$ cat src/rtl/slink_apb_reg_bridge_if.sv
// APB completer + register-bus signal bundle for slink_apb_reg_bridge.
// slave = bridge view, master = requester/register-block view.
interface slink_apb_reg_bridge_if #(
  parameter int ADDR_WIDTH = 8
);
  logic [ADDR_WIDTH-1:0] apb_paddr;
  logic                  apb_pwrite;
  logic                  apb_psel;
  logic                  apb_penable;
  logic [31:0]           apb_pwdata;
  logic [31:0]           apb_prdata;
  logic                  apb_pready;
  logic                  apb_pslverr;

  logic                  reg_req;
  logic                  reg_write;
  logic [ADDR_WIDTH-1:0] reg_addr;
  logic [31:0]           reg_wdata;
  logic                  reg_ack;
  logic [31:0]           reg_rdata;
  logic                  reg_err;

  modport slave (
    input  apb_paddr, apb_pwrite, apb_psel, apb_penable, apb_pwdata,
    output apb_prdata, apb_pready, apb_pslverr,
    output reg_req, reg_write, reg_addr, reg_wdata,
    input  reg_ack, reg_rdata, reg_err
  );

  modport master (
    output apb_paddr, apb_pwrite, apb_psel, apb_penable, apb_pwdata,
    input  apb_prdata, apb_pready, apb_pslverr,
    input  reg_req, reg_write, reg_addr, reg_wdata,
    output reg_ack, reg_rdata, reg_err
  );
endinterface

$ cat src/rtl/slink_apb_reg_bridge.sv
// APB completer bridging each transfer to one req/ack register access.
// Optional access timeout compiled in with `define SLINK_APB_TIMEOUT_EN.
module slink_apb_reg_bridge #(
  parameter int ADDR_WIDTH     = 8,
  parameter int TIMEOUT_CYCLES = 16
) (
  input  logic                     apb_clk,
  input  logic                     apb_reset,
  slink_apb_reg_bridge_if.slave    bus
);

  typedef enum logic [1:0] {
    S_IDLE = 2'd0,
    S_REQ  = 2'd1,
    S_DONE = 2'd2
  } state_t;

  if (TIMEOUT_CYCLES < 1 || TIMEOUT_CYCLES > 255) begin : g_bad_timeout
    $error("TIMEOUT_CYCLES must be in 1..255");
  end

  state_t                r_state;
  state_t                w_state_nxt;
  logic                  w_req_nxt;
  logic                  w_write_nxt;
  logic [ADDR_WIDTH-1:0] w_addr_nxt;
  logic [31:0]           w_wdata_nxt;
  logic                  w_pready_nxt;
  logic                  w_pslverr_nxt;
  logic [31:0]           w_prdata_nxt;
  logic                  w_timeout;

`ifdef SLINK_APB_TIMEOUT_EN
  // Cleared outside REQ, so it holds k-1 in the k-th cycle of reg_req.
  logic [7:0] r_cnt;

  always_ff @(posedge apb_clk) begin
    if (apb_reset || r_state != S_REQ) begin
      r_cnt <= '0;
    end else begin
      r_cnt <= r_cnt + 8'd1;
    end
  end

  assign w_timeout = (r_cnt == 8'(TIMEOUT_CYCLES - 1));
`else
  assign w_timeout = 1'b0;
`endif

  always_comb begin
    w_state_nxt   = r_state;
    w_req_nxt     = bus.reg_req;
    w_write_nxt   = bus.reg_write;
    w_addr_nxt    = bus.reg_addr;
    w_wdata_nxt   = bus.reg_wdata;
    w_pready_nxt  = 1'b0;
    w_pslverr_nxt = 1'b0;
    w_prdata_nxt  = '0;

    case (r_state)
      S_IDLE: begin
        if (bus.apb_psel && !bus.apb_penable) begin
          w_addr_nxt  = bus.apb_paddr;
          w_write_nxt = bus.apb_pwrite;
          w_wdata_nxt = bus.apb_pwdata;
          w_req_nxt   = 1'b1;
          w_state_nxt = S_REQ;
        end
      end
      S_REQ: begin
        // Abort outranks ack, and ack outranks timeout in the same cycle.
        if (!bus.apb_psel) begin
          w_req_nxt   = 1'b0;
          w_state_nxt = S_IDLE;
        end else if (bus.reg_ack) begin
          w_req_nxt     = 1'b0;
          w_pready_nxt  = 1'b1;
          w_pslverr_nxt = bus.reg_err;
          w_prdata_nxt  = bus.reg_write ? '0 : bus.reg_rdata;
          w_state_nxt   = S_DONE;
        end else if (w_timeout) begin
          w_req_nxt     = 1'b0;
          w_pready_nxt  = 1'b1;
          w_pslverr_nxt = 1'b1;
          w_state_nxt   = S_DONE;
        end
      end
      S_DONE:  w_state_nxt = S_IDLE;
      default: w_state_nxt = S_IDLE;
    endcase
  end

  always_ff @(posedge apb_clk) begin
    if (apb_reset) begin
      r_state         <= S_IDLE;
      bus.reg_req     <= 1'b0;
      bus.reg_write   <= 1'b0;
      bus.reg_addr    <= '0;
      bus.reg_wdata   <= '0;
      bus.apb_pready  <= 1'b0;
      bus.apb_pslverr <= 1'b0;
      bus.apb_prdata  <= '0;
    end else begin
      r_state         <= w_state_nxt;
      bus.reg_req     <= w_req_nxt;
      bus.reg_write   <= w_write_nxt;
      bus.reg_addr    <= w_addr_nxt;
      bus.reg_wdata   <= w_wdata_nxt;
      bus.apb_pready  <= w_pready_nxt;
      bus.apb_pslverr <= w_pslverr_nxt;
      bus.apb_prdata  <= w_prdata_nxt;
    end
  end

endmodule

$ cat src/flat_wrapper.sv
// flat-port wrapper written by rule: the top's interface ports become plain ports
module slink_apb_reg_bridge_flat 
#(
  parameter int ADDR_WIDTH     = 8,
  parameter int TIMEOUT_CYCLES = 16
)
  (apb_clk, apb_reset, bus_apb_paddr, bus_apb_pwrite, bus_apb_psel, bus_apb_penable, bus_apb_pwdata, bus_apb_prdata, bus_apb_pready, bus_apb_pslverr, bus_reg_req, bus_reg_write, bus_reg_addr, bus_reg_wdata, bus_reg_ack, bus_reg_rdata, bus_reg_err);
  slink_apb_reg_bridge_if #(.ADDR_WIDTH(ADDR_WIDTH)) bus_i ();
  input  logic apb_clk;
  input  logic apb_reset;
  input wire logic [$bits(bus_i.apb_paddr)-1:0] bus_apb_paddr;
  input wire logic [$bits(bus_i.apb_pwrite)-1:0] bus_apb_pwrite;
  input wire logic [$bits(bus_i.apb_psel)-1:0] bus_apb_psel;
  input wire logic [$bits(bus_i.apb_penable)-1:0] bus_apb_penable;
  input wire logic [$bits(bus_i.apb_pwdata)-1:0] bus_apb_pwdata;
  output wire logic [$bits(bus_i.apb_prdata)-1:0] bus_apb_prdata;
  output wire logic [$bits(bus_i.apb_pready)-1:0] bus_apb_pready;
  output wire logic [$bits(bus_i.apb_pslverr)-1:0] bus_apb_pslverr;
  output wire logic [$bits(bus_i.reg_req)-1:0] bus_reg_req;
  output wire logic [$bits(bus_i.reg_write)-1:0] bus_reg_write;
  output wire logic [$bits(bus_i.reg_addr)-1:0] bus_reg_addr;
  output wire logic [$bits(bus_i.reg_wdata)-1:0] bus_reg_wdata;
  input wire logic [$bits(bus_i.reg_ack)-1:0] bus_reg_ack;
  input wire logic [$bits(bus_i.reg_rdata)-1:0] bus_reg_rdata;
  input wire logic [$bits(bus_i.reg_err)-1:0] bus_reg_err;
  assign bus_i.apb_paddr = bus_apb_paddr;
  assign bus_i.apb_pwrite = bus_apb_pwrite;
  assign bus_i.apb_psel = bus_apb_psel;
  assign bus_i.apb_penable = bus_apb_penable;
  assign bus_i.apb_pwdata = bus_apb_pwdata;
  assign bus_apb_prdata = bus_i.apb_prdata;
  assign bus_apb_pready = bus_i.apb_pready;
  assign bus_apb_pslverr = bus_i.apb_pslverr;
  assign bus_reg_req = bus_i.reg_req;
  assign bus_reg_write = bus_i.reg_write;
  assign bus_reg_addr = bus_i.reg_addr;
  assign bus_reg_wdata = bus_i.reg_wdata;
  assign bus_i.reg_ack = bus_reg_ack;
  assign bus_i.reg_rdata = bus_reg_rdata;
  assign bus_i.reg_err = bus_reg_err;
  slink_apb_reg_bridge #(.ADDR_WIDTH(ADDR_WIDTH), .TIMEOUT_CYCLES(TIMEOUT_CYCLES)) u_core (.apb_clk(apb_clk), .apb_reset(apb_reset), .bus(bus_i));
endmodule
$ cat config.mk
export PLATFORM = sky130hd
export DESIGN_NAME = slink_apb_reg_bridge_flat
export DESIGN_NICKNAME = d
export VERILOG_FILES = /design/src/rtl/slink_apb_reg_bridge_if.sv /design/src/rtl/slink_apb_reg_bridge.sv /design/src/flat_wrapper.sv
export SDC_FILE = /design/constraint.sdc
export NUM_CORES = 1
export LEC_CHECK = 0
export ABC_CLOCK_PERIOD_IN_PS = 3600
export BUFFER_PORTS_ARGS = -buffer_cell sky130_fd_sc_hd__buf_2
export CAP_MARGIN = 20
export CORE_MARGIN = 8
export CORE_UTILIZATION = 45
export DETAILED_ROUTE_END_ITERATION = 10
export PLACE_DENSITY = 0.78
export REMOVE_ABC_BUFFERS = 1
export SLEW_MARGIN = 15
export SYNTH_ARGS = -nofsm -noshare
export SYNTH_HDL_FRONTEND = slang
export SYNTH_SLANG_ARGS = --single-unit
$ cat constraint.sdc
create_clock -name apb_clk -period 3.6 [get_ports apb_clk]
set_input_delay 0.54 -clock apb_clk [delete_from_list [all_inputs] [get_ports apb_clk]]
set_output_delay 0.54 -clock apb_clk [all_outputs]
set_load 0.02 [all_outputs]
* Word level (Yosys, flattened, before mapping)
Index checks and enable logic that the tools add are counted.
** Storage, ports and cells
- Flip-flop bits (word level) :: 78
- Input port bits :: 79
- Output and inout bits :: 76
- Word-level logic and storage cells :: 33
** Operators by class
- Equal/unequal tests :: 3
- Mux-type cells :: 9
- Bitwise operators :: 3
- Reductions and logical operators :: 10
** Operators with widths (count)
- $mux W2 :: 3
- $reduce_or A5 Y1 :: 1
- $mux W1 :: 4
- $pmux W2 S2 :: 1
- $reduce_and A2 Y1 :: 2
- $reduce_or A4 Y1 :: 1
- $ne A3 B3 Y1 const B :: 1
- $not A1 Y1 :: 3
- $reduce_and A3 Y1 :: 1
- $reduce_or A3 Y1 :: 1
- $eq A2 B1 Y1 const B :: 1
- $logic_not A2 Y1 :: 1
- $ne A2 B1 Y1 const B :: 1
- $pmux W1 S2 :: 1
- $reduce_bool A2 Y1 :: 1
- $logic_and A1 B1 Y1 :: 1
- $logic_not A1 Y1 :: 1

* Depth between registers and ports, before layout
Gate-level depths: netlist of the first run.
- Depth after elaboration :: 4
- Gate-level depth with buffers :: 4
- Depth with buffers taken out :: 2

* Worst setup path after synthesis of the first run
No wires, ideal clock.
- Kind :: input port to flip-flop
- Start :: in apb_reset
- End :: reg u_core.bus.apb_prdata[27]
- Library setup time :: 73 ps
- Data arrival time :: 1267 ps
- Required time :: 3527 ps
- Setup slack :: 2260 ps
- Cell stages on the path :: 3
- Buffers on the path :: 1
- Path through :: nand3b_1 > buf_2 > nor3_4
** On the way
- Cells in the longest elaborated chain, start to end :: 1
** RTL lines
- start: declaration :: line flat_wrapper.sv:10 : input logic apb_reset;
- $reduce_or A5 Y1 (no line)
- end signal: assignment :: line slink_apb_reg_bridge.sv:111 : bus.apb_prdata <= w_prdata_nxt;
- end: declaration :: line slink_apb_reg_bridge_if.sv:25 : output apb_prdata, apb_pready, apb_pslverr,
No other way between the ends.
A chain may end at the register's enable or synchronous reset.

* Worst setup path after layout of the first run
- Start :: reg u_core.r_state[0]
- End :: reg u_core.bus.apb_prdata[15]
** On the way
- Cells in the longest elaborated chain, start to end :: 3
** RTL lines
- start: declaration :: line slink_apb_reg_bridge.sv:22 : state_t r_state;
- start signal: assignment :: line slink_apb_reg_bridge.sv:104 : r_state <= w_state_nxt;
- $eq A2 B1 Y1 :: line slink_apb_reg_bridge.sv:60 : case (r_state)
- $not A1 Y1 (no line)
- $reduce_or A5 Y1 (no line)
No other way between the ends.

==> flow_summary_export.csv, run 1 <==
group,metric,value,unit
sta,fin_skew,0.00697,ns
route,ant_nets,0,
clock_network,cts.clk_slew.worst_paths,0.07,ns
critical_path,rrSetupSlack,1.96,ns
route,wl_per_cell,13.7,um
sta,timing.hold.ws,0.425,ns
grt,grt_pass1_wl,11700,um
synthesis,ys_seq_area_share,48.8,%
status,status,"finished, final reports clean",
sta,setup_violations,0,
critical_path,ff2ff_path_depth,2,
final_layout,layout-drive-gt1-share,45.2,%
grt,antenna_found_initial,0,
job,drv_cap,0,
min_path,hold_path_end,"u_core.bus.apb_prdata[14]",
grt,gr-total-overflow,0,
clock_network,cts_buffers,9,
sta,worstMarginPinSlew,1.08,ns
synthesis,yosysWarnings,0,
critical_path,cp-end-kind,"flop",
place,portBuffers,154,
route,routed_wl,7470,um
critical_path,crit_type,"flop to flop",
clock_network,cts_setup_buffers,0,
place,gp_congestion,0.710,
critical_path,rr_startpoint,"u_core.r_state[0]",
critical_path,r2r-end,"u_core.bus.apb_prdata[15]",
floorplan,die_x,100,um
floorplan,fp.dieArea,0.0101,mm^2
sta,fmax,611,MHz
place,dp.cells,531,
sta,report.final.slew_viol_count,0,
grt,grt_pass1_vias,2512,
grt,grt_max_degree,84,
floorplan,fp-row-count,30,
final_layout,nNetsFinal,525,
power,power.total,1770,uW
clock_network,htree_num_levels,3,
floorplan,die_h,100,um
clock_network,clk_latency,0.33,ns
clock_network,cts_tree,"done",
place,post-place-ws,1.75,ns
critical_path,cp_data_arrival_time,1.88,ns
final_layout,instances_no_fill,547,
min_path,hold-path-cell-count,3,
clock_network,cts.sinks,78,
power,leakagePower,0.00202,uW
route,route.detailed.drc,0,
floorplan,design.core.area,0.00683,mm^2
route,vias_per_cell,4.37,
critical_path,critPathMaxFanout,32,
sta,max_slew_margin,28.2,%
place,dpl.hpwl,5640,um
sta,period_share,45.5,%
power,powerDensity,427,mW/mm^2
route,vias,2390,
synthesis,syn_inst,299,
final_layout,area_delta_synth_final,29.7,%
route,drt_pass1_iterations,4,
synthesis,synth_seq_cells,78,
synthesis,yosys.area.top_type_share,48.8,%
min_path,worstHoldStart,"bus_reg_rdata[14]",
final_layout,antennaDiodeCount,0,
synthesis,synth.largest_area_cell,"dfxtp_1",
grt,grt_use_total,14.8,%
sta,min_period,1.64,ns
synthesis,synth_area_leaders,"dfxtp_1 49%, nand2b_1 16%, mux2i_1 13%, nor3_2 8.4%, inv_1 4.0%",
sta,hold_violations,0,
floorplan,initial_core_util,46.8,%
critical_path,required,3.84,ns
critical_path,cp-start-kind,"flop",
clock_network,cts_hold_buf,0,
clock_network,cts_resized,0,
min_path,hp-class,"input port to flop",
synthesis,synth_cell_types,21,
synthesis,syn-cell-area,0.00320,mm^2
clock_network,clockBufferDepth,2,
synthesis,syn_area_per_cell,10.7,um^2
sta,rsz0062_at_grt,"false",
sta,final.setup.worst_slack,1.96,ns
power,vdd_drop_max,0.188,mV
route,drt_iter0_drc,63,
floorplan,ioPinCount,155,
clock_network,root_buffer,"clkbuf_8",
[synth_stat cells]
cell type  instances
clkbuf_1           9
nand2b_1          82
buf_12             3
o21a_1             1
nor4b_2            1
nor3_4             3
nor2_1             2
mux2i_1           41
dfxtp_1           78
nor4bb_1           1
buf_4              1
inv_1             34
buf_6              5
or2b_1             1
buf_2              3
nor2b_1            1
o221a_2            1
nand3b_1           1
nor3_1             3
nor3_2            27
or3b_1             1
[worst max path at each step]
stage	from	endpoint	slack (ns)
6_report	u_core.r_state[0]	u_core.bus.apb_prdata[15]	1.96
5_1_grt	u_core.r_state[0]	u_core.bus.apb_prdata[15]	1.86
4_1_cts	u_core.r_state[0]	u_core.bus.apb_prdata[2]	1.94
3_5_place_dp	bus_apb_penable	u_core.bus.reg_wdata[8]	1.75
3_3_place_gp	bus_apb_penable	u_core.bus.reg_req	1.78
2_1_floorplan	bus_apb_psel	u_core.bus.reg_req	-0.88
[layout make-up]
cell class | count | area [um^2]
fill | 637 | 2680
sequential | 78 | 1560
multi-input combinational | 166 | 1350
timing repair buffer | 157 | 793
clock buffer | 13 | 159
inverter | 34 | 128
tap | 96 | 120
clock inverter | 3 | 42.5
[stage by stage]
step	util [%]	TNS [ns]	cell area [um^2]
after CTS	60.8	0	4150
after floorplan	-	-31.88	3030
after detailed placement	57.8	0	3950
after global placement	57.8	0	3950
final	60.8	0	4150
after global routing	60.8	0	4150
[critical path, cell delays in order (launching register included)]
cell,delay [ns]
dfxtp_1,0.41
or3b_2,0.86
nor3_1,0.25
[cell families after synthesis]
kind of cell / after synthesis / synth area share, %
DFF: 78 / 48.8
muxes: 41 / 12.8
AOI/OAI and AO/OA: 2 / 0.586
buffers and inverters: 55 / 9.38
and+or+nand+nor: 123 / 28.4
[sequential cells by signal, summed over array words and instances (netlist names)]
| name | flops |
|---|---|
| u_core.bus.reg_write | 1 |
| u_core.bus.reg_addr | 8 |
| u_core.r_state | 2 |
| u_core.bus.reg_req | 1 |
| u_core.bus.apb_prdata | 32 |
| u_core.bus.apb_pready | 1 |
| u_core.bus.reg_wdata | 32 |
| u_core.bus.apb_pslverr | 1 |
[placed cells by master, fill, tap and decap left out, drive strengths merged]
cell type and instances:
buf 157, nand2b 82, dfxtp 78, mux2i 41, inv 34, nor3 33
clkbuf 13, nor2 2, nand3b 1, or3b 1, nor4b 1, nor4bb 1
o21a 1, or2b 1, nor2b 1, o221a 1, clkinvlp 1, clkinv 1
bufinv 1
[report_power, final]
part           internal (uW)  switching [uW]  total [uW]
Combinational           97.2             120         217
Clock                    358             292         650
Sequential               890            14.4         905
Total                   1350             427        1770
[routing by layer]
layer / up-vias / wire length (um) / track usage [%] / share of wire [%]
li1: 1230 / - / - / -
met2: 120 / 3080 / 22.1 / 41
met4: 0 / 119 / 6.98 / 1.6
met5: - / 0 / 0 / 0
met3: 8 / 1310 / 11.4 / 18
met1: 1032 / 2960 / 14.7 / 40
No activity file was read; power rests on OpenSTA's default activity.
==> inputs of run 2 (changes only) <==
Settings changed: ABC_CLOCK_PERIOD_IN_PS 3600 to 1700.
Clock period 3.6 ns to 1.7 ns, I/O delays scaled along.
==> flow_summary_export.csv, run 2 (synthesis gave the netlist of run 1 again) <==
group,metric,value,unit
status,status,"finished, final reports clean",
min_path,hold-path-cell-count,3,
route,wl_per_cell,13.9,um
grt,grt_pass1_wl,12400,um
power,p_int,2810,uW
power,swShare,25.3,%
clock_network,cts_hold_buf,0,
sta,rsz0062_at_grt,"false",
power,power_switching,953,uW
clock_network,cts_tree,"done",
critical_path,cp-start-kind,"flop",
floorplan,die_h,100,um
final_layout,nNetsFinal,528,
critical_path,crit_slowest_cell,"nor4b_4",
final_layout,final_cell_mix,"154 x buf_2, 82 x nand2b_1, 78 x dfxtp_1, 41 x mux2i_1, 34 x inv_1",
route,routed_wl,7650,um
clock_network,clockBufferDepth,2,
critical_path,r2r-end,"u_core.bus.reg_wdata[29]",
grt,gr-total-overflow,0,
power,comb_power_share,12.5,%
final_layout,largestRegisters,"u_core.bus.apb_prdata x32, u_core.bus.reg_wdata x32, u_core.bus.reg_addr x8",
grt,grt_util_met2,23.4,%
critical_path,cp-end-kind,"flop",
floorplan,fp-row-count,30,
min_path,hold_path_end,"u_core.bus.apb_pslverr",
grt,grt_pass1_vias,2611,
route,vias,2454,
critical_path,crit_chain,"nor4b_4, buf_12, mux2i_1",
final_layout,antennaDiodeCount,0,
route,drt_iter0_drc,59,
floorplan,design.core.area,0.00683,mm^2
power,pwr-share-seq,50.9,%
grt,antenna_found_initial,0,
sta,min_period,1.42,ns
route,route.detailed.drc,0,
place,portBuffers,154,
sta,final.setup.worst_slack,0.281,ns
clock_network,root_buffer,"clkbuf_8",
floorplan,fp.dieArea,0.0101,mm^2
sta,setup_violations,0,
critical_path,path_buf_inv,1,
critical_path,critPathMaxFanout,41,
min_path,worstHoldStart,"bus_reg_err",
clock_network,htree_num_levels,3,
final_layout,layout_commonest_cell,"buf_2",
grt,grt_busiest_layer,"met2",
critical_path,crit_type,"flop to flop",
sta,fin_skew,0.00985,ns
grt,grt_max_degree,42,
critical_path,rrSetupSlack,0.28,ns
sta,hold_violations,0,
sta,max_slew_margin,65.0,%
critical_path,rr_startpoint,"u_core.r_state[1]",
job,drv_cap,0,
place,dpl.hpwl,5830,um
floorplan,ioPinCount,155,
place,place_area,0.00400,mm^2
final_layout,final_area,0.00420,mm^2
critical_path,worst_path_largest_cell_delay,0.39,ns
critical_path,cp_data_arrival_time,1.67,ns
clock_network,cts_buffers,9,
place,post-place-ws,0.284,ns
final_layout,post-route-util,61.4,%
critical_path,required,1.95,ns
route,drt_pass1_iterations,4,
power,leakagePower,0.00205,uW
grt,grt_use_total,15.5,%
clock_network,cts.sinks,78,
grt,use_met1,16.6,%
final_layout,layout-drive-gt1-share,46.0,%
floorplan,die_x,100,um
sta,report.final.slew_viol_count,0,
sta,period_share,83.5,%
clock_network,clk_latency,0.34,ns
sta,worstMarginPinSlew,0.524,ns
clock_network,cts_setup_buffers,0,
final_layout,area_delta_synth_final,31.1,%
critical_path,crit_family,"simple AND/OR/NAND/NOR gates",
clock_network,cts.clk_slew.worst_paths,0.08,ns
sta,final.setup.tns,0,ns
power,clkPwrFrac,36.6,%
clock_network,cts_resized,0,
route,vias_per_cell,4.46,
power,vdd_drop_max,0.581,mV
route,ant_nets,0,
min_path,hp-class,"input port to flop",
grt,use_met3,10.2,%
power,powerDensity,897,mW/mm^2
floorplan,initial_core_util,46.8,%
final_layout,fill_cells,621,
critical_path,ff2ff_path_depth,3,
place,gp_congestion,0.762,
sta,fmax,705,MHz
==> run 2: changes by cell type in the layout (fill, tap and decap cells not counted), sizes merged <==
cell and delta:
buf +3, clkbuf -3, clkinv +3
==> run 2: metal layers <==
layer  up-vias  routed length, um
met3         6               1130
met4         0                 84
met1      1097               3180
met5         -                  0
li1       1235                  -
met2       116               3260
==> run 2: how the worst max path moves through the flow <==
| stage | cells past startpoint | startpoint | slack (ns) | end |
|---|---|---|---|---|
| 2_1_floorplan | 2 | u_core.r_state[1] | -2.60 | u_core.bus.reg_req |
| 3_3_place_gp | 3 | u_core.r_state[0] | 0.31 | u_core.bus.apb_prdata[11] |
| 3_5_place_dp | 3 | u_core.r_state[0] | 0.28 | u_core.bus.apb_prdata[11] |
| 4_1_cts | 3 | u_core.r_state[1] | 0.28 | u_core.bus.reg_wdata[29] |
| 5_1_grt | 3 | u_core.r_state[1] | 0.19 | u_core.bus.reg_wdata[7] |
| 6_report | 3 | u_core.r_state[1] | 0.28 | u_core.bus.reg_wdata[29] |
==> run 2: cell type report <==
| class | count | area [um^2] | area share, % |
|---|---|---|---|
| Timing Repair Buffer | 160 | 841 | 20.0 |
| Inverter | 34 | 128 | 3.04 |
| Multi-Input combinational cell | 166 | 1350 | 32.1 |
| Tap cell | 96 | 120 | 2.86 |
| Sequential cell | 78 | 1560 | 37.2 |
| Clock buffer | 10 | 138 | 3.28 |
| Clock inverter | 6 | 61.3 | 1.46 |
==> run 2: power by group through the flow <==
stage                     clock network (uW)  logic [uW]  registers (uW)
final                                   1380         472            1920
after global routing                    1500         516            1920
after CTS                               1420         480            1920
after detailed placement                   0         479            1960
after global placement                     0         468            1960
after floorplan                            0         203            2030
==> run 2: stage by stage <==
step,std cells,hold WS (ns),power (uW)
floorplan,278,0.375,2230
global route,550,0.111,3940
CTS,550,0.108,3820
detailed placement,534,0.461,2440
global placement,534,0.454,2420
finish,550,0.126,3770
==> run 2: worst reg2reg max path, cell delays in order (launching register included) <==
cell     delay, ns
dfxtp_1       0.35
nor4b_4       0.39
buf_12        0.32
mux2i_1       0.28
==> inputs of run 3 (changes only) <==
Settings changed: ABC_CLOCK_PERIOD_IN_PS 1700 to 1340.
Clock period 1.7 ns to 1.34 ns, I/O delays scaled along.
==> flow_summary_export.csv, run 3 (synthesis gave the netlist of run 1 again) <==
group,metric,value,unit
status,status,"finished, final reports clean",
final_layout,fill_cells,587,
route,vias_per_cell,4.42,
floorplan,die_h,100,um
route,routed_wl,7880,um
final_layout,nNetsFinal,536,
route,ant_nets,0,
grt,antenna_found_initial,0,
final_layout,antennaDiodeCount,0,
route,wl_per_cell,14.1,um
grt,grt_pass1_wl,12600,um
critical_path,cp-end-kind,"flop",
final_layout,final_area,0.00438,mm^2
sta,min_period,1.34,ns
clock_network,clockBufferDepth,2,
grt,grt_use_total,15.6,%
sta,report.final.slew_viol_count,0,
grt,grt_max_degree,41,
grt,gr-total-overflow,0,
sta,period_share,99.8,%
clock_network,htree_num_levels,3,
floorplan,die_x,100,um
sta,fin_skew,0.0105,ns
route,drt_iter0_drc,51,
sta,final.setup.tns,0,ns
sta,max_slew_margin,82.9,%
clock_network,cts.sinks,78,
final_layout,area_delta_synth_final,37.0,%
place,dpl.hpwl,5790,um
floorplan,fp-row-count,30,
clock_network,cts_hold_buf,0,
floorplan,initial_core_util,46.8,%
final_layout,instances_no_fill,557,
route,drt_pass1_iterations,4,
critical_path,cp-start-kind,"flop",
sta,fmax,748,MHz
clock_network,cts_tree,"done",
final_layout,layout-drive-gt1-share,47.1,%
clock_network,cts_buffers,9,
sta,hold_violations,0,
place,portBuffers,154,
route,vias,2461,
power,leakagePower,0.00214,uW
sta,worstMarginPinSlew,0.256,ns
critical_path,critPathMaxFanout,9,
critical_path,crit_type,"flop to flop",
clock_network,cts.clk_slew.worst_paths,0.08,ns
critical_path,required,1.60,ns
grt,grt_pass1_vias,2596,
route,route.detailed.drc,0,
floorplan,ioPinCount,155,
floorplan,fp.dieArea,0.0101,mm^2
job,drv_cap,0,
floorplan,design.core.area,0.00683,mm^2
critical_path,cp_data_arrival_time,1.60,ns
power,vdd_drop_max,0.756,mV
final_layout,largestRegisters,"u_core.bus.apb_prdata x32, u_core.bus.reg_wdata x32, u_core.bus.reg_addr x8",
sta,setup_violations,0,
power,power.total,5140,uW
clock_network,root_buffer,"clkbuf_8",
place,gp_congestion,0.776,
final_layout,post-route-util,64.2,%
clock_network,clk_latency,0.33,ns
power,powerDensity,1170,mW/mm^2
place,dp.cells,536,
final_layout,final_cell_mix,"154 x buf_2, 82 x nand2b_1, 77 x dfxtp_1, 41 x mux2i_1, 34 x inv_1",
place,place_area,0.00403,mm^2
min_path,hp-class,"input port to flop",
sta,rsz0062_at_grt,"true",
final_layout,layout_commonest_cell,"buf_2",
[run 3: cell types whose count changed in the layout (fill, tap and decap cells not counted), sizes merged]
cell / before / now
clkinv: 4 / 2
bufinv: 1 / 3
buf: 160 / 166
bufbuf: 0 / 1
[run 3: area by class of cell]
| class | instances | area [um^2] | share of cell area, % |
|---|---|---|---|
| Multi-Input combinational cell | 166 | 1350 | 30.8 |
| Inverter | 34 | 128 | 2.91 |
| Sequential cell | 78 | 1560 | 35.6 |
| Clock inverter | 6 | 111 | 2.54 |
| Clock buffer | 9 | 124 | 2.83 |
| Tap cell | 96 | 120 | 2.74 |
| Timing Repair Buffer | 168 | 988 | 22.5 |
[run 3: path summary, 6_finish.rpt]
check | end | slack, ns | from | cells past startpoint
worst max-delay path | u_core.bus.reg_addr[1] | 0.003 | u_core.r_state[0] | 4
worst min-delay path | u_core.bus.apb_pslverr | 0.07 | bus_reg_err | 3
worst max register to register | u_core.bus.reg_addr[1] | 0.003 | u_core.r_state[0] | 4
worst min register to register | u_core.bus.reg_wdata[12] | 0.47 | u_core.bus.reg_wdata[12] | 2
[run 3: critical path, stage by stage, from the launching register on]
cell       delay (ns)
dfxtp_2          0.34
nor4b_4          0.29
buf_4            0.17
bufbuf_16        0.28
mux2i_1          0.18
[run 3: what timing repair did]
| item | in CTS | in global routing |
|---|---|---|
| gates cloned | 2 | 1 |
| endpoints found under the setup margin | 3 | 41 |
| gates resized for setup | 1 | 2 |
| pin swaps | 1 | 1 |
| setup buffers | 2 | 1 |
[run 3: per-layer routing]
metal	up-vias	track usage, %	routed length, um
li1	1252	-	-
met1	1088	17.9	3330
met2	116	23.1	3390
met3	5	9.62	1090
met4	0	5.58	73
met5	-	0	0
[run 3: metrics by stage]
step / hold slack (ns) / setup WS, ns
floorplan: 0.321 / -2.96
global placement: 0.427 / 0.0406
detailed placement: 0.429 / 0.00170
CTS: 0.0610 / 0.00111
global route: 0.0611 / -0.0943
finish: 0.0745 / 0.00316
[run 3: report_power, final]
group | switching, uW | internal [uW]
logic | 342 | 321
registers | 37.3 | 2390
clock network | 824 | 1230
total | 1200 | 3940
